<file path="src/rtl/accel_eth_pkg.sv">
// ----------------------------------------------------------------------------
// accel_eth_pkg
// Shared types and constants for the receive-side RMII-to-MII bridge.
//   speed_e       - latched link speed (10 or 100 Mb/s)
//   rx_state_e    - RMII receive FSM states
//   fifo_entry_t  - nibble FIFO word {eof, er, nibble}
//   decodeSpeed() - maps the raw 2-bit mac_speed input onto speed_e
// ----------------------------------------------------------------------------
package accel_eth_pkg;

   typedef enum logic [1:0] {
      SPD_10  = 2'b00,
      SPD_100 = 2'b01
   } speed_e;

   typedef enum logic [1:0] {
      ST_IDLE     = 2'd0,
      ST_PREAMBLE = 2'd1,
      ST_DATA     = 2'd2
   } rx_state_e;

   // An entry with eof=1 closes a frame. With the false-carrier feature
   // built in, eof=1 together with er=1 marks a false-carrier nibble instead.
   typedef struct packed {
      logic       eof;
      logic       er;
      logic [3:0] nibble;
   } fifo_entry_t;

   localparam logic [3:0] PREAMBLE_NIB      = 4'h5;
   localparam logic [3:0] SFD_NIB           = 4'hD;
   localparam logic [3:0] FALSE_CARRIER_NIB = 4'hE;
   localparam int         DIV_10M           = 10;

   // Only 2'b00 selects 10 Mb/s; every other code runs at 100 Mb/s.
   function automatic speed_e decodeSpeed(input logic [1:0] rawSpeed);
      return (rawSpeed == 2'b00) ? SPD_10 : SPD_100;
   endfunction

endpackage

</file>
<file path="src/rtl/rmii_nibble_fifo.sv">
// ----------------------------------------------------------------------------
// rmii_nibble_fifo
// Small synchronous FIFO holding fifo_entry_t words between the RMII
// sampler and the MII replay logic.
// Ports:
//   i_clk, i_reset   - clock and synchronous active-high reset
//   i_push/i_pushData- write request; ignored while full
//   i_pop            - read request; ignored while empty
//   o_popData        - word at the head of the FIFO (show-ahead)
//   o_full, o_empty  - status flags
//   o_count          - current occupancy
// ----------------------------------------------------------------------------
module rmii_nibble_fifo
   import accel_eth_pkg::*;
#(
   parameter int DEPTH = 4
) (
   input  logic                     i_clk,
   input  logic                     i_reset,
   input  logic                     i_push,
   input  fifo_entry_t              i_pushData,
   input  logic                     i_pop,
   output fifo_entry_t              o_popData,
   output logic                     o_full,
   output logic                     o_empty,
   output logic [$clog2(DEPTH):0]   o_count
);

   localparam int AW = $clog2(DEPTH);

   fifo_entry_t      r_mem [DEPTH];
   logic [AW:0]      r_wrPtr;
   logic [AW:0]      r_rdPtr;
   logic             w_wrEn;
   logic             w_rdEn;

   // Pointers carry one extra wrap bit so full and empty are distinguishable.
   assign o_count   = r_wrPtr - r_rdPtr;
   assign o_empty   = (r_wrPtr == r_rdPtr);
   assign o_full    = (o_count == (AW + 1)'(DEPTH));
   assign w_wrEn    = i_push && !o_full;
   assign w_rdEn    = i_pop && !o_empty;
   assign o_popData = r_mem[r_rdPtr[AW-1:0]];

   // Pointer update; reset empties the FIFO regardless of stored contents.
   always_ff @(posedge i_clk) begin
      if (i_reset) begin
         r_wrPtr <= '0;
         r_rdPtr <= '0;
      end else begin
         if (w_wrEn) r_wrPtr <= r_wrPtr + 1'b1;
         if (w_rdEn) r_rdPtr <= r_rdPtr + 1'b1;
      end
   end

   // Storage array, written only when there is room.
   always_ff @(posedge i_clk) begin
      if (w_wrEn) r_mem[r_wrPtr[AW-1:0]] <= i_pushData;
   end

endmodule

</file>
<file path="src/rtl/rmii_rx_to_mii.sv">
// ----------------------------------------------------------------------------
// rmii_rx_to_mii
// Receive-side RMII-to-MII bridge on the single 50 MHz RMII reference clock.
// RMII dibits are sampled, aligned to nibbles on the preamble/SFD, queued in
// rmii_nibble_fifo and replayed on a generated MII receive clock
// (25 MHz at 100 Mb/s, 2.5 MHz at 10 Mb/s).
// Ports:
//   sys_clk, reset           - 50 MHz clock, synchronous active-high reset
//   mac_speed                - 00 = 10 Mb/s, anything else = 100 Mb/s
//   phy2rmii_crs_dv/rx_er/rxd- RMII receive pins from the PHY
//   mii_rx_clk, mii_rx_clk_en- generated MII clock and its rising-edge pulse
//   mii_rxd/rx_dv/rx_er      - MII receive port towards the MAC
//   fifo_overflow            - sticky, set when a nibble was dropped
// Build option: define RMII_RX_FALSE_CARRIER_EN to report RMII false
// carrier (rxd=10 in idle) as MII false carrier (rxd=E, er=1, dv=0).
// ----------------------------------------------------------------------------
module rmii_rx_to_mii
   import accel_eth_pkg::*;
#(
   parameter int FIFO_DEPTH   = 4,
   parameter int START_THRESH = 2
) (
   input  logic       sys_clk,
   input  logic       reset,
   input  logic [1:0] mac_speed,
   input  logic       phy2rmii_crs_dv,
   input  logic       phy2rmii_rx_er,
   input  logic [1:0] phy2rmii_rxd,
   output logic       mii_rx_clk,
   output logic       mii_rx_clk_en,
   output logic [3:0] mii_rxd,
   output logic       mii_rx_dv,
   output logic       mii_rx_er,
   output logic       fifo_overflow
);

   localparam int CNT_W = $clog2(FIFO_DEPTH) + 1;

   speed_e             r_speed;
   rx_state_e          r_state;
   rx_state_e          w_nextState;
   logic               r_crsPrev;
   logic [3:0]         r_strbCnt;
   logic [3:0]         w_strbCur;
   logic               w_restart;
   logic               w_strobe;
   logic               r_phase;
   logic [1:0]         r_heldDibit;
   logic               r_heldEr;
   logic               w_push;
   fifo_entry_t        w_pushEntry;
   logic               w_pop;
   fifo_entry_t        w_popEntry;
   logic               w_full;
   logic               w_empty;
   logic [CNT_W-1:0]   w_count;
   logic [4:0]         r_divCnt;
   logic [4:0]         w_divNext;
   logic [4:0]         w_half;
   logic [4:0]         w_last;
   logic               w_update;
   logic               r_armed;
   logic               r_miiClk;
   logic               r_miiClkEn;
   logic [3:0]         r_miiRxd;
   logic               r_miiRxDv;
   logic               r_miiRxEr;
   logic               r_overflow;

   // Speed only follows mac_speed between frames so a frame is never split
   // across two rates.
   always_ff @(posedge sys_clk) begin
      if (reset) begin
         r_speed <= SPD_10;
      end else if (r_state == ST_IDLE) begin
         r_speed <= decodeSpeed(mac_speed);
      end
   end

   // Sample strobe. At 10 Mb/s the 0..9 counter is re-phased on the crs_dv
   // rising edge in idle so the first sample lands on the first cycle of the
   // first dibit and every tenth cycle after that.
   assign w_restart = (r_state == ST_IDLE) && phy2rmii_crs_dv && !r_crsPrev;
   assign w_strbCur = w_restart ? 4'd0 : r_strbCnt;
   assign w_strobe  = (r_speed == SPD_100) || (w_strbCur == 4'd0);

   always_ff @(posedge sys_clk) begin
      if (reset) begin
         r_crsPrev <= 1'b0;
         r_strbCnt <= '0;
      end else begin
         r_crsPrev <= phy2rmii_crs_dv;
         r_strbCnt <= (w_strbCur == 4'(DIV_10M - 1)) ? 4'd0 : w_strbCur + 4'd1;
      end
   end

   // FSM state register.
   always_ff @(posedge sys_clk) begin
      if (reset) r_state <= ST_IDLE;
      else       r_state <= w_nextState;
   end

   // FSM next state; only moves on a sample strobe. In DATA, crs_dv is
   // looked at only on the second dibit because RMII toggles it on the first
   // dibit at the end of carrier while the PHY drains its buffer.
   always_comb begin
      w_nextState = r_state;
      if (w_strobe) begin
         case (r_state)
            ST_IDLE: begin
               if (phy2rmii_crs_dv && phy2rmii_rxd == 2'b01) w_nextState = ST_PREAMBLE;
            end
            ST_PREAMBLE: begin
               if (!phy2rmii_crs_dv)            w_nextState = ST_IDLE;
               else if (phy2rmii_rxd == 2'b11)  w_nextState = ST_DATA;
               else if (phy2rmii_rxd != 2'b01)  w_nextState = ST_IDLE;
            end
            ST_DATA: begin
               if (r_phase && !phy2rmii_crs_dv) w_nextState = ST_IDLE;
            end
            default: w_nextState = ST_IDLE;
         endcase
      end
   end

   // FSM outputs: which entry, if any, goes into the FIFO this cycle.
   always_comb begin
      w_push      = 1'b0;
      w_pushEntry = '0;
      if (w_strobe) begin
         case (r_state)
            ST_IDLE: begin
`ifdef RMII_RX_FALSE_CARRIER_EN
               if (phy2rmii_crs_dv && phy2rmii_rxd == 2'b10 && r_phase) begin
                  w_push      = 1'b1;
                  w_pushEntry = '{eof: 1'b1, er: 1'b1, nibble: FALSE_CARRIER_NIB};
               end
`endif
            end
            ST_PREAMBLE: begin
               if (phy2rmii_crs_dv) begin
                  if (phy2rmii_rxd == 2'b01 && r_phase) begin
                     w_push      = 1'b1;
                     w_pushEntry = '{eof: 1'b0, er: 1'b0, nibble: PREAMBLE_NIB};
                  end else if (phy2rmii_rxd == 2'b11) begin
                     w_push      = 1'b1;
                     w_pushEntry = '{eof: 1'b0, er: 1'b0, nibble: SFD_NIB};
                  end
               end
            end
            ST_DATA: begin
               if (r_phase) begin
                  w_push = 1'b1;
                  if (phy2rmii_crs_dv) begin
                     w_pushEntry = '{eof: 1'b0, er: phy2rmii_rx_er | r_heldEr,
                                     nibble: {phy2rmii_rxd, r_heldDibit}};
                  end else begin
                     w_pushEntry = '{eof: 1'b1, er: 1'b0, nibble: 4'h0};
                  end
               end
            end
            default: ;
         endcase
      end
   end

   // Nibble phase and held first dibit. The idle sample that starts the
   // preamble is itself the first half of a preamble nibble, and the SFD
   // dibit realigns the phase so payload nibbles start cleanly.
   always_ff @(posedge sys_clk) begin
      if (reset) begin
         r_phase     <= 1'b0;
         r_heldDibit <= '0;
         r_heldEr    <= 1'b0;
      end else if (w_strobe) begin
         case (r_state)
            ST_IDLE: begin
               if (phy2rmii_crs_dv && phy2rmii_rxd == 2'b01) r_phase <= 1'b1;
`ifdef RMII_RX_FALSE_CARRIER_EN
               else if (phy2rmii_crs_dv && phy2rmii_rxd == 2'b10) r_phase <= ~r_phase;
`endif
               else r_phase <= 1'b0;
            end
            ST_PREAMBLE: begin
               if (phy2rmii_crs_dv && phy2rmii_rxd == 2'b01) r_phase <= ~r_phase;
               else                                          r_phase <= 1'b0;
            end
            ST_DATA: begin
               if (!r_phase) begin
                  r_heldDibit <= phy2rmii_rxd;
                  r_heldEr    <= phy2rmii_rx_er;
                  r_phase     <= 1'b1;
               end else begin
                  r_phase     <= 1'b0;
               end
            end
            default: r_phase <= 1'b0;
         endcase
      end
   end

   rmii_nibble_fifo #(
      .DEPTH      (FIFO_DEPTH)
   ) u_fifo (
      .i_clk      (sys_clk),
      .i_reset    (reset),
      .i_push     (w_push),
      .i_pushData (w_pushEntry),
      .i_pop      (w_pop),
      .o_popData  (w_popEntry),
      .o_full     (w_full),
      .o_empty    (w_empty),
      .o_count    (w_count)
   );

   // A push into a full FIFO is dropped inside the FIFO; remember it here.
   always_ff @(posedge sys_clk) begin
      if (reset)                  r_overflow <= 1'b0;
      else if (w_push && w_full)  r_overflow <= 1'b1;
   end

   // MII clock divider. w_divNext is the phase of the next cycle; the clock
   // is low for the first half of the period and high for the second.
   assign w_half    = (r_speed == SPD_10) ? 5'(DIV_10M) : 5'd1;
   assign w_last    = {w_half[3:0], 1'b0} - 5'd1;
   assign w_divNext = (r_divCnt >= w_last) ? 5'd0 : r_divCnt + 5'd1;
   assign w_update  = (w_divNext == 5'd0);

   always_ff @(posedge sys_clk) begin
      if (reset) begin
         r_divCnt   <= '0;
         r_miiClk   <= 1'b0;
         r_miiClkEn <= 1'b0;
      end else begin
         r_divCnt   <= w_divNext;
         r_miiClk   <= (w_divNext >= w_half);
         r_miiClkEn <= (w_divNext == w_half);
      end
   end

   // Replay pops at most one entry per MII period. The first nibble of a
   // frame waits for START_THRESH entries so the FIFO can absorb jitter.
   assign w_pop = w_update && !w_empty &&
                  (r_armed || (w_count >= CNT_W'(START_THRESH)));

   // MII output registers, changed only at the start of the low phase.
   always_ff @(posedge sys_clk) begin
      if (reset) begin
         r_miiRxd  <= '0;
         r_miiRxDv <= 1'b0;
         r_miiRxEr <= 1'b0;
         r_armed   <= 1'b0;
      end else if (w_update) begin
         if (w_pop && !w_popEntry.eof) begin
            r_miiRxd  <= w_popEntry.nibble;
            r_miiRxDv <= 1'b1;
            r_miiRxEr <= w_popEntry.er;
            r_armed   <= 1'b1;
`ifdef RMII_RX_FALSE_CARRIER_EN
         end else if (w_pop && w_popEntry.er) begin
            r_miiRxd  <= w_popEntry.nibble;
            r_miiRxDv <= 1'b0;
            r_miiRxEr <= 1'b1;
            r_armed   <= 1'b1;
`endif
         end else begin
            r_miiRxd  <= '0;
            r_miiRxDv <= 1'b0;
            r_miiRxEr <= 1'b0;
            r_armed   <= 1'b0;
         end
      end
   end

   assign mii_rx_clk    = r_miiClk;
   assign mii_rx_clk_en = r_miiClkEn;
   assign mii_rxd       = r_miiRxd;
   assign mii_rx_dv     = r_miiRxDv;
   assign mii_rx_er     = r_miiRxEr;
   assign fifo_overflow = r_overflow;

endmodule

</file>
<file path="config.mk">
export PLATFORM = sky130hd
export DESIGN_NAME = rmii_rx_to_mii
export DESIGN_NICKNAME = d
export VERILOG_FILES = /design/src/rtl/accel_eth_pkg.sv /design/src/rtl/rmii_nibble_fifo.sv /design/src/rtl/rmii_rx_to_mii.sv
export SDC_FILE = /design/constraint.sdc
export NUM_CORES = 1
export LEC_CHECK = 0
export BUFFER_PORTS_ARGS = -buffer_cell sky130_fd_sc_hd__buf_4
export CELL_PAD_IN_SITES_DETAIL_PLACEMENT = 1
export CELL_PAD_IN_SITES_GLOBAL_PLACEMENT = 2
export CORE_MARGIN = 1.5
export CORE_UTILIZATION = 41
export CTS_CLUSTER_SIZE = 28
export DETAILED_ROUTE_END_ITERATION = 7
export PLACE_DENSITY = 0.81
export SLEW_MARGIN = 20
export SYNTH_ARGS = -nofsm -noshare
export SYNTH_HDL_FRONTEND = slang
export SYNTH_SLANG_ARGS = --single-unit
</file>
<file path="constraint.sdc">
create_clock -name sys_clk -period 2.8 [get_ports sys_clk]
set_input_delay 0.42 -clock sys_clk [delete_from_list [all_inputs] [get_ports sys_clk]]
set_output_delay 0.42 -clock sys_clk [all_outputs]
set_load 0.005 [all_outputs]
</file>
# ---- Word level (Yosys, flattened, before mapping)
# Memories as Yosys holds them, arrays and structs flattened. A register that Yosys moved wholly into a read port is not among the register bits.
# Cells that the tools add are included.
dict set report word_totals {
  reg_bits 33
  latch_bits 0
  ramBits 24
  romBits 0
  in_bits 8
  output_inout_bits 9
  word_cells 101
  mem_count 1
}
# memory words width rd rd_clocked_by_memory_dff write_ports line
set mem_list {}
lappend mem_list {u_fifo.r_mem 4 6 1 1 1 rmii_nibble_fifo.sv:31} ;# fifo_entry_t r_mem [DEPTH];
dict set report classes {
  add_sub_neg 6
  n_mul 0
  div_mod_pow 0
  order_cmp 3
  eq_ne 13
  shift 0
  n_mux 34
  bitwise 2
  n_reduce_logical 26
}
# op count
set ops {}
lappend ops {{4-bit 2-to-1 mux} 6}
lappend ops {{6-bit 2-to-1 mux} 3}
lappend ops {{2-bit 2-to-1 mux} 7}
lappend ops {{1-bit 2-to-1 mux} 13}
lappend ops {{6-bit one-hot mux with 2 select lines} 1}
lappend ops {{1-bit logical AND} 11}
lappend ops {{3-bit by 1-bit adder with 3-bit output, second input constant} 2}
lappend ops {{2-bit by 1-bit == test with 1-bit output, second input constant} 3}
lappend ops {{2-bit zero test} 3}
lappend ops {{2-bit one-hot mux with 3 select lines} 1}
lappend ops {{5-bit by 1-bit adder with 5-bit output, second input constant} 1}
lappend ops {{5-bit by 4-bit == test with 1-bit output} 1}
lappend ops {{5-bit by 4-bit >= comparator with 1-bit output} 1}
lappend ops {{5-bit >= comparator} 1}
lappend ops {{1-bit zero test} 5}
lappend ops {{5-bit zero test} 1}
lappend ops {{5-bit 2-to-1 mux} 1}
lappend ops {{5-bit by 1-bit subtractor with 5-bit output, second input constant} 1}
lappend ops {{4-bit by 1-bit adder with 4-bit output, second input constant} 1}
lappend ops {{2-bit == test, second input constant} 2}
lappend ops {{4-bit == test, second input constant} 1}
lappend ops {{4-bit zero test} 1}
lappend ops {{2-bit by 1-bit inequality test with 1-bit output, second input constant} 2}
lappend ops {{4-bit inequality test, second input constant} 1}
lappend ops {{other kinds (13)} 14}

# ---- Longest topological paths before layout
# Gate-level depths: netlist (run 1).
dict set report logic_depth {
  word_depth 11
  mapped_depth 11
  depth_no_buf 11
}

# ---- Modules after synthesis
# A second synthesis (run 1) with hierarchy kept.
dict set report hier_totals {
  hier_cells 255
  hier_area_um2 2896.5
}
# module instances cells_each area_each_um2 seq_area_each_um2
set by_module_without_submodules {}
lappend by_module_without_submodules {rmii_rx_to_mii 1 176 1550.2 520.5}
lappend by_module_without_submodules {rmii_nibble_fifo 1 79 1346.3 880.8}

# ---- Worst setup path after synthesis (run 1)
# Ideal clock, no wire load.
dict set report synth_path {
  path_type {register to register}
  start {register r_state[0]}
  end {memory u_fifo.r_mem[3][0] (netlist name), enable pin}
  setup_ps 324
  arrival_ps 1976
  t_required_ps 2476
  path_slack_ps 500
  path_stages_with_launch 11
  path_buffers 0
  period_less_slack_ps 2300
  path_cell_list {dfxtp_1 inv_1 ha_1 nand3b_1 and2_1 inv_1 ha_1 o21a_1 o31ai_2 a211oi_4 and2_1}
}
dict set report synth_via {
  elab_chain_len 10
  word_cells_on_any_way 13
  classes_between {eq/ne: 2; mux: 5; reduce/logical: 6}
}
# element line
set synth_lines {}
lappend synth_lines {{start: declaration} rmii_rx_to_mii.sv:40} ;# rx_state_e r_state;
lappend synth_lines {{start signal: assignment} rmii_rx_to_mii.sv:100} ;# else r_state <= w_nextState;
lappend synth_lines {{2-bit zero test} rmii_rx_to_mii.sv:83} ;# assign w_restart = (r_state == ST_IDLE) && phy2rmii_crs_dv && !r_crsPrev;
lappend synth_lines {{1-bit logical AND (2 in a row)} rmii_rx_to_mii.sv:83}
lappend synth_lines {{4-bit 2-to-1 mux} rmii_rx_to_mii.sv:84} ;# assign w_strbCur = w_restart ? 4'd0 : r_strbCnt;
lappend synth_lines {{4-bit zero test} rmii_rx_to_mii.sv:85} ;# assign w_strobe = (r_speed == SPD_100) || (w_strbCur == 4'd0);
lappend synth_lines {{1-bit logical OR} rmii_rx_to_mii.sv:85}
lappend synth_lines {{1-bit 2-to-1 mux (*)} rmii_rx_to_mii.sv:130} ;# if (w_strobe) begin
lappend synth_lines {{1-bit logical AND (*)} rmii_nibble_fifo.sv:41} ;# assign w_wrEn = i_push && !o_full;
lappend synth_lines {{1-bit 2-to-1 mux (*)} rmii_nibble_fifo.sv:58} ;# if (w_wrEn) r_mem[r_wrPtr[AW-1:0]] <= i_pushData;
lappend synth_lines {{1-bit 2-to-1 mux (not written as such) (*)} rmii_nibble_fifo.sv:58}
lappend synth_lines {{end: declaration} rmii_nibble_fifo.sv:31}
# Mark *: on every way between the ends. The rest lies on a longest branch, timed or not.

# ---- Worst setup path after layout (run 1)
dict set report layout_path {
  start {register r_state[1]}
  end {memory u_fifo.r_mem[0][0] (netlist name), enable pin}
}
# Same word-level chain as after synthesis.

==> results of run 1 <==
-- path summary, 6_finish.rpt --
path | start | end | slack (ns) | cells after the start
setup / recovery | r_state[1] | u_fifo.r_mem[0][0] | 0.25 | 10
hold / removal | phy2rmii_rx_er | r_heldEr | 0.33 | 3
setup reg to reg | r_state[1] | u_fifo.r_mem[0][0] | 0.25 | 10
hold reg to reg | mii_rx_er | mii_rx_er | 0.45 | 2
-- metrics by stage --
stage | cells | area (um2)
2_1_floorplan | 255 | 2870
3_3_place_gp | 362 | 3080
3_5_place_dp | 362 | 3080
4_1_cts | 378 | 3270
5_1_grt | 379 | 3280
6_report | 379 | 3280
-- cell type report --
class                      instances  area (um2)
tap                               96         120
multi-input combinational        174        1380
inverter                          17        63.8
sequential                        58        1400
clock inverter                     7        60.1
fill                             757        3510
timing repair buffer              18         135
clock buffer                       9         124
-- state kept, by name, indices dropped and copies added (netlist names), 2 cells and up, named ones only --
signal,cells
u_fifo.r_rdPtr,3
r_heldDibit,2
r_state,2
r_divCnt,5
r_strbCnt,4
u_fifo.r_mem,24
mii_rxd,4
u_fifo.r_wrPtr,3
-- tightest hold or removal path, stage by stage --
cell and delay (ns):
buf_4 0.08, mux2i_1 0.06, nor2_1 0.07
-- cell families (layout without fill, tap and decap cells) --
kind of cell	count (synthesis)	count (layout)	synth area share, %
XOR/XNOR	10	10	3.58
AND/OR/NAND/NOR	86	86	14.7
AO/OA/AOI/OAI	40	40	11.3
multiplexers	15	15	7.94
flip-flops	58	58	48.8
buffers and inverters	23	51	3.40
adder cells (fa/ha/maj)	23	23	10.2
-- layout by cell type, fill, tap and decap left out, drive strengths merged, types with 3 or more instances in the layout --
cell / n
mux2i: 7
xnor2: 4
nand2: 17
or2: 3
dfxtp: 34
ha: 21
a21oi: 14
o21ai: 7
and3: 3
nand2b: 3
xor2: 5
nand3: 10
clkbuf: 9
buf: 18
clkinv: 5
edfxtp: 24
nor2b: 3
and2: 5
nor2: 33
mux4: 6
inv: 17
nor3: 3
a211oi: 3
o211ai: 3
-- cells in the mapped netlist, drive strengths merged --
cell / count
mux2: 2
and3b: 1
maj3: 1
o211ai: 3
and3: 3
a41oi: 1
a21o: 2
a32o: 1
o21ai: 7
mux4: 6
fa: 1
nand2b: 3
xor2: 5
o21a: 2
nand2: 17
xor3: 1
nand4bb: 1
nand3: 10
nor3: 3
nand3b: 2
o22ai: 1
or3: 1
nor2b: 3
edfxtp: 24
dfxtp: 34
nor3b: 1
clkbuf: 4
a41o: 2
a211oi: 3
mux2i: 7
ha: 21
a221oi: 1
or2: 3
buf: 2
nor2: 33
o31ai: 2
a21oi: 14
and2: 5
o21bai: 1
inv: 17
xnor2: 4
-- metal layers --
metal / wire length [um] / up-vias / global-route usage (%)
li1: - / 940 / -
met4: 96 / 0 / 6.60
met5: 0 / - / 0
met1: 2660 / 939 / 22.3
met3: 189 / 8 / 6.19
met2: 3100 / 25 / 31.5
-- repair_timing --
action	4_1_cts	5_1_grt
setup endpoints to repair	0	25
resized for setup	0	4
setup buffers	0	1
-- power groups by stage --
stage          combinational [uW]  clock, uW  sequential, uW
6_report                      224        730             913
5_1_grt                       255        785             915
4_1_cts                       228        749             914
3_5_place_dp                  226          0             932
2_1_floorplan                 164          0             927
3_3_place_gp                  220          0             932
==> metrics.txt, run 1 <==
max cap viols=0; routability congestion estimate from global placement=0.803; CP cell instances=inv_1 > ha_1 > nand3b_1 > and2_1 > inv_1 > ha_1 > o21a_1 > o31ai_2 > a211oi_4 > and2_2; Final Setup Violations=0; headroom to the max-slew limit=61.6%; post-synth top area cell=edfxtp_1; largest net degree at the start of global routing=30; Combinational Power Share=12.0%; Yosys top cell area share=25.1%; Slew Limit Fails=0; mean routed wirelength per cell=15.9 um; worst path required time=2.83 ns; DR DRC count=0; post-place setup slack=0.144 ns; via/cell ratio=5.04; CTS Root Cell=clkbuf_8; Fin. Hold Viols=0; gr usage total=approximately a fifth; post-DP HPWL=between 4000 and 5000 um; PwrDens=569 mW/mm2; Mapped Cells=255; synthesized cell area=0.00287 mm2; clock sink count=58; Final period util=91.0%; sequential fraction of the synthesis area=between 40% and 50%; Int Pwr=1380 uW; share of cells above drive strength 1=19.1%; unrepaired setup endpoints after global routing=no; sequential share of power=48.9%; hold_buf cts=0; CP max FO=6; die width=86.7 um; CTS H-tree depth=3; Worst setup SP type=flip-flop; Worst-path clk slew=0.07 ns; CP top delay family=simple AND/OR/NAND/NOR gates; Critical Path Max Stage Delay=0.34 ns; router iterations before antenna repair=4; Net Sw Frac=26.0%; Synth area leaders=edfxtp_1, dfxtp_1, ha_1; grt total ovfl=0; Buf/Inv on CP=2; number of diodes=0; Pleak=roughly 0.0012 uW; critical path arrival=2.58 ns; Setup crit end kind=flip-flop; # IOs=17; Hold WC Path Type=input pin to flip-flop; Max clock buf depth=2; worst hold slack=0.326 ns; Net count, final=308; final WL=6040 um; Synth Net Count=approximately 290; total design power=1870 uW; fin util=between 40% and 50%; chip height=~87 um; Vias=~1,900; post-layout minimum cycle time=roughly 2.5 ns; flops & latches, synth=58; Yosys warning total=0; Crit Path Category=flip-flop to flip-flop; Antenna Nets Post-Route=0; CTS tree=built; core area=0.00679 mm2; die area=around 0.0075 mm2; Netlist cell types=49; Area growth syn-to-layout=14.3%; DR iter-0 viols=91; worst skew pair latency=0.34 ns; Slew @ Worst Pin=0.572 ns; clock group share of total power=around two fifths; VDD IR max=196 uV; # port buffers=16; Clock Skew=0.00707 ns; starting density of the core=42.2%; status=finished, final reports clean; first-pass GRT wire length=10,300 um; Mean Syn Cell Area=11.3 um2; CTS Buf Count=9; initial antenna violation count=0; f_max=393 MHz; FP Rows=30; Sw Pwr=486 uW; Final WS setup=0.252 ns; critical path's slowest cell=dfxtp_1; setup TNS=0 ns; vias in the first global route=slightly above 2,000
No activity file was read; power rests on OpenSTA's default activity.
==> run 2, diff against run 1 <==
- ABC_AREA: not set -> 1
- CORE_UTILIZATION: 41 -> 38
==> run 2 against run 1 <==
Against the previous run: clock power up 15%; critical path type unchanged; highest routed layer unchanged; clock-buffer cell count unchanged; via count up 13%.
==> metrics.txt, run 2 <==
status=finished, final reports clean; Critical R2R Launch=r_state[0]; synth cell count leaders=nand2_1, nor2_1, inv_1; Crit Path Category=flip-flop to flip-flop; core area=roughly 0.0073 mm2; Yosys warning total=0; Antenna Nets Post-Route=0; vias in the first global route=2,121; worst hold slack=0.324 ns; Vias=2,152; final WL=6200 um; hold_buf cts=0; # IOs=17; chip height=89.7 um; max reg flops=24; Hold WC Path Type=input pin to flip-flop; Slew Limit Fails=0; Worst setup SP type=flip-flop; dpl cells=430; CP max FO=6; CP cell instances=inv_1 > ha_1 > nand3b_2 > nand2_1 > ha_1 > nand3_1 > nand2_2 > nand2_4 > nor2_8 > nand2_4 > nor2_1; first-pass GRT wire length=10,200 um; die area=0.00804 mm2; commonest non-fill, non-tap cell in the layout=nand2_1; DR iter-0 viols=126; Area growth syn-to-layout=15.7%; share of cells above drive strength 1=16.4%; Final Setup Violations=0; initial antenna violation count=0; Synth area leaders=edfxtp_1, dfxtp_1, ha_1; number of synthesized flops with an enable pin=24; mean routed wirelength per cell=around 14 um; PwrDens=690 mW/mm2; Main synth FF type=dfxtp_1; # port buffers=16; CTS tree=built; post-DP HPWL=between 4000 and 5000 um; Net Sw Frac=about 30%; via/cell ratio=4.83; CTS Root Cell=clkbuf_8; Post-DP Area=0.00308 mm2; met1 WL=3090 um; Synth Net Count=~350; ys async rst share=0%; Mapped Cells=319; f_max=397 MHz; Sw Pwr=680 uW; R2R Setup Slk=between 0.2 and 0.3 ns; clock group share of total power=37.0%; post-synth top area cell=edfxtp_1; Max clock buf depth=2; reg2reg end=u_fifo.r_mem[2][3]; CTS Buf Count=9; DR DRC count=0; met2 WL=around 2900 um; Pleak=0.00131 uW; Netlist cell types=33; most frequent cells in the layout=nand2_1, nor2_1, inv_1; Net count, final=372; die width=89.7 um; Critical Path Max Stage Delay=0.42 ns; sequential share of power=43.3%; number of diodes=0; clock sink count=58; Worst-path clk slew=roughly 0.07 ns; post-layout minimum cycle time=2.52 ns; critical path arrival=roughly 2.5 ns; headroom to the max-slew limit=about 63%; Worst Setup EP=u_fifo.r_mem[2][3]; Combinational Power Share=19.7%; unrepaired setup endpoints after global routing=no; routability congestion estimate from global placement=approximately 0.84; synthesized cell area=0.00285 mm2; Fin. Hold Viols=0; CTS H-tree depth=3; Non-Filler Instances=446; VDD IR max=371 uV; Yosys top cell area share=between 20% and 30%; FP Rows=31; router iterations before antenna repair=4; worst path required time=2.77 ns; met3 wire len=175 um; worst skew pair latency=approximately 0.33 ns; Mean Syn Cell Area=8.95 um2; Slew @ Worst Pin=approximately 0.55 ns; setup TNS=0 ns; starting density of the core=between 30% and 40%; top-count cell post-synth=nand2_1; Finished Cell Area=0.00330 mm2; Int Pwr=about 1600 uW; grt total ovfl=0; max cap viols=0; uppermost layer routed=met4; path depth of the worst reg2reg path=11; critical path's slowest cell=nor2_1; sequential fraction of the synthesis area=49.1%; gr usage total=17.1%; Setup crit end kind=flip-flop; Clock Skew=0.00885 ns; largest net degree at the start of global routing=24; Final period util=89.9%; postcts setup bufs=0; flops & latches, synth=58; CP startpoint=r_state[0]
-- run 2: cell types whose count changed in the layout (fill, tap and decap cells not counted), sizes merged, moves of 10 or more --
| cell | change |
|---|---|
| a21oi | +12 |
| inv | +21 |
| nand2 | +41 |
| nand4 | +10 |
| nor2 | +19 |
| o21ai | +13 |
-- run 2: what timing repair did --
| item | in CTS | in global routing |
|---|---|---|
| endpoints found under the setup margin | 0 | 2 |
| gates resized for setup | 0 | 1 |
| endpoints found under the hold margin | 0 | 0 |
-- run 2: critical path: cells and delay by family (launching register included) --
family	cells	cell delay [ns]
adders and majority gates	2	0.42
buffers and inverters	1	0.13
DFF	1	0.33
and+or+nand+nor	8	1.26
-- run 2: layout make-up --
class	count	area, um2
well taps	99	124
fillers	868	3950
multi-input cells	219	1300
inverters	38	143
clock inverters	7	93.8
clock buffers	9	124
flip-flops and latches	58	1400
repair buffers	16	120
-- run 2: kinds of logic after synthesis --
kind of cell,Yosys count,synth area share (%)
AOI/OAI and AO/OA,56,11.1
adders and majority gates,22,9.91
buffers and inverters,42,5.52
and+or+nand+nor,139,23.8
DFF,58,49.1
xor gates and xnor gates,2,0.614
-- run 2: worst min-delay path by stage --
stage / endpoint / slack, ns / cells past startpoint / start
floorplan: mii_rx_er / 0.46 / 2 / mii_rx_er
global placement: fifo_overflow / 0.45 / 1 / fifo_overflow
detailed placement: fifo_overflow / 0.46 / 1 / fifo_overflow
CTS: r_heldEr / 0.31 / 3 / phy2rmii_rx_er
global route: r_heldEr / 0.35 / 3 / phy2rmii_rx_er
finish: r_heldEr / 0.32 / 3 / phy2rmii_rx_er
-- run 2: per-stage QoR --
stage | utilization (%) | total power [uW] | setup WS [ns]
CTS | 45.5 | 2310 | 0.244
floorplan | - | 1340 | 0.668
finish | 45.5 | 2280 | 0.282
global route | 45.5 | 2420 | 0.0443
detailed placement | 42.5 | 1460 | 0.260
global placement | 42.5 | 1450 | 0.414
-- run 2: power by group through the flow --
stage / Sequential, uW / Clock, uW / Combinational (uW)
global route: 996 / 906 / 519
detailed placement: 1010 / 0 / 455
global placement: 1010 / 0 / 445
finish: 988 / 843 / 449
CTS: 990 / 866 / 457
floorplan: 993 / 0 / 349
-- run 2: routing by layer --
metal | track usage [%] | up-vias
met5 | 0 | -
met4 | 5.87 | 0
met3 | 4.11 | 8
met2 | 26.3 | 30
met1 | 23.6 | 1006
li1 | - | 1108
==> run 3, diff against run 2 <==
- clock period: 2.8 -> 2.4 ns (I/O delays scaled with it)
==> run 3 against run 2 <==
Against the previous run: clock power up 22%; sequential share of layout area decreased by 1.1 points; die area unchanged; largest power group unchanged.
==> metrics.txt, run 3 (synthesis gave the netlist of run 2 again) <==
status=finished, final reports clean; chip height=89.7 um; routability congestion estimate from global placement=between 0.8 and 0.9; number of diodes=0; Fin. Hold Viols=0; max cap viols=0; Hold WC Path Type=input pin to flip-flop; max reg flops=24; die area=0.00804 mm2; critical path's slowest cell=fa_1; DR DRC count=0; Vias=2,216; CTS Buf Count=9; CTS Root Cell=clkbuf_8; Crit Path Category=flip-flop to flip-flop; Setup crit end kind=flip-flop; grt total ovfl=0; Final WS setup=0.173 ns; Slew @ Worst Pin=0.461 ns; Slew Limit Fails=0; PwrDens=812 mW/mm2; most frequent cells in the layout=nand2_1, nor2_1, inv_1; final WL=6370 um; Final Setup Violations=0; Worst-path clk slew=~0.08 ns; cell mode on critical path=nand2_1; post-DP HPWL=4760 um; vias in the first global route=between 2,000 and 2,500; commonest non-fill, non-tap cell in the layout=nand2_1; Worst setup SP type=flip-flop; FP Rows=31; post-layout minimum cycle time=2.23 ns; CTS tree=built; gr usage total=17.3%; unrepaired setup endpoints after global routing=no; share of cells above drive strength 1=18.8%; router iterations before antenna repair=4; CP cell instances=inv_1 > ha_1 > inv_1 > fa_1 > nor2_1 > nand2_1 > nand2_1 > inv_1 > nand2_1 > nand2_1 > a21oi_1; worst skew pair latency=0.33 ns; f_max=449 MHz; headroom to the max-slew limit=68.9%; via/cell ratio=4.87; post-place setup slack=0.0950 ns; DR iter-0 viols=73; Net count, final=381; setup TNS=0 ns; clock group share of total power=37.5%; VDD IR max=383 uV; Net Sw Frac=30.8%; Sw Pwr=848 uW; # port buffers=16; Final period util=a little over 90%; Clock Skew=0.00949 ns; sequential share of power=41.6%; fill count=around 900; largest net degree at the start of global routing=24; Int Pwr=between 1500 and 2000 uW; Max clock buf depth=2; Buf/Inv on CP=3; critical path arrival=2.47 ns; Antenna Nets Post-Route=0; starting density of the core=between 30% and 40%; CP top delay family=adder cells; CP max FO=6; CTS H-tree depth=3; Combinational Power Share=20.8%; core area=0.00725 mm2; Critical Path Max Stage Delay=~0.43 ns; mean routed wirelength per cell=14.0 um; initial antenna violation count=0; fin util=46.7%; Pleak=0.00137 uW; # IOs=17; worst path required time=about 2.6 ns; clock sink count=58; first-pass GRT wire length=10,200 um; Area growth syn-to-layout=18.8%; die width=89.7 um
-- run 3: final timing paths --
path / to / slack, ns / from / cells past startpoint
setup / recovery: flip-flop / 0.17 / u_fifo.r_wrPtr[0] / 11
hold / removal: r_heldEr / 0.25 / phy2rmii_rx_er / 3
setup reg to reg: flip-flop / 0.17 / u_fifo.r_wrPtr[0] / 11
hold reg to reg: mii_rxd[1] / 0.47 / mii_rxd[1] / 2
-- run 3: power by group through the flow --
stage / Clock, uW / Sequential (uW) / Combinational, uW
after global routing: 1100 / 1160 / 652
after global placement: 0 / 1170 / 537
final: 1030 / 1150 / 573
after floorplan: 0 / 1160 / 408
after CTS: 1060 / 1150 / 564
after detailed placement: 0 / 1170 / 557
-- run 3: metal layers --
| layer | vias to the layer above | GRT usage, % | part of all wire, % |
|---|---|---|---|
| li1 | 1129 | - | - |
| met3 | 7 | 4.39 | 2.1 |
| met1 | 1054 | 23.2 | 49 |
| met5 | - | 0 | 0 |
| met2 | 26 | 27.1 | 47 |
| met4 | 0 | 6.43 | 1.6 |
-- run 3: area by class of cell --
cell class	instances	area (um2)	share of cell area, %
clock inverters	7	103	3.03
flip-flops and latches	58	1400	41.3
inverters	38	143	4.21
multi-input cells	219	1310	38.6
well taps	99	124	3.65
clock buffers	9	124	3.65
repair buffers	25	188	5.54
-- run 3: timing repair --
item | 4_1_cts | 5_1_grt
buffers inserted | 0 | 1
setup endpoints to repair | 0 | 25
hold buffers | 0 | 0
resized for setup | 0 | 3
-- run 3: worst register-to-register path: cells and delay by family (launching register included) --
kind	cells	cell delay, ns
adders and majority gates	2	0.63
and+or+nand+nor	5	0.56
DFF	1	0.39
buffers and inverters	3	0.33
AOI/OAI and AO/OA	1	0.22
-- run 3: metrics by stage --
step | std cells | cell area, um2 | hold WS (ns) | power, uW
4_1_cts | 454 | 3370 | 0.243 | 2770
2_1_floorplan | 319 | 2850 | 0.439 | 1570
5_1_grt | 455 | 3390 | 0.279 | 2910
3_5_place_dp | 438 | 3140 | 0.460 | 1730
6_report | 455 | 3390 | 0.252 | 2750
3_3_place_gp | 438 | 3140 | 0.456 | 1700
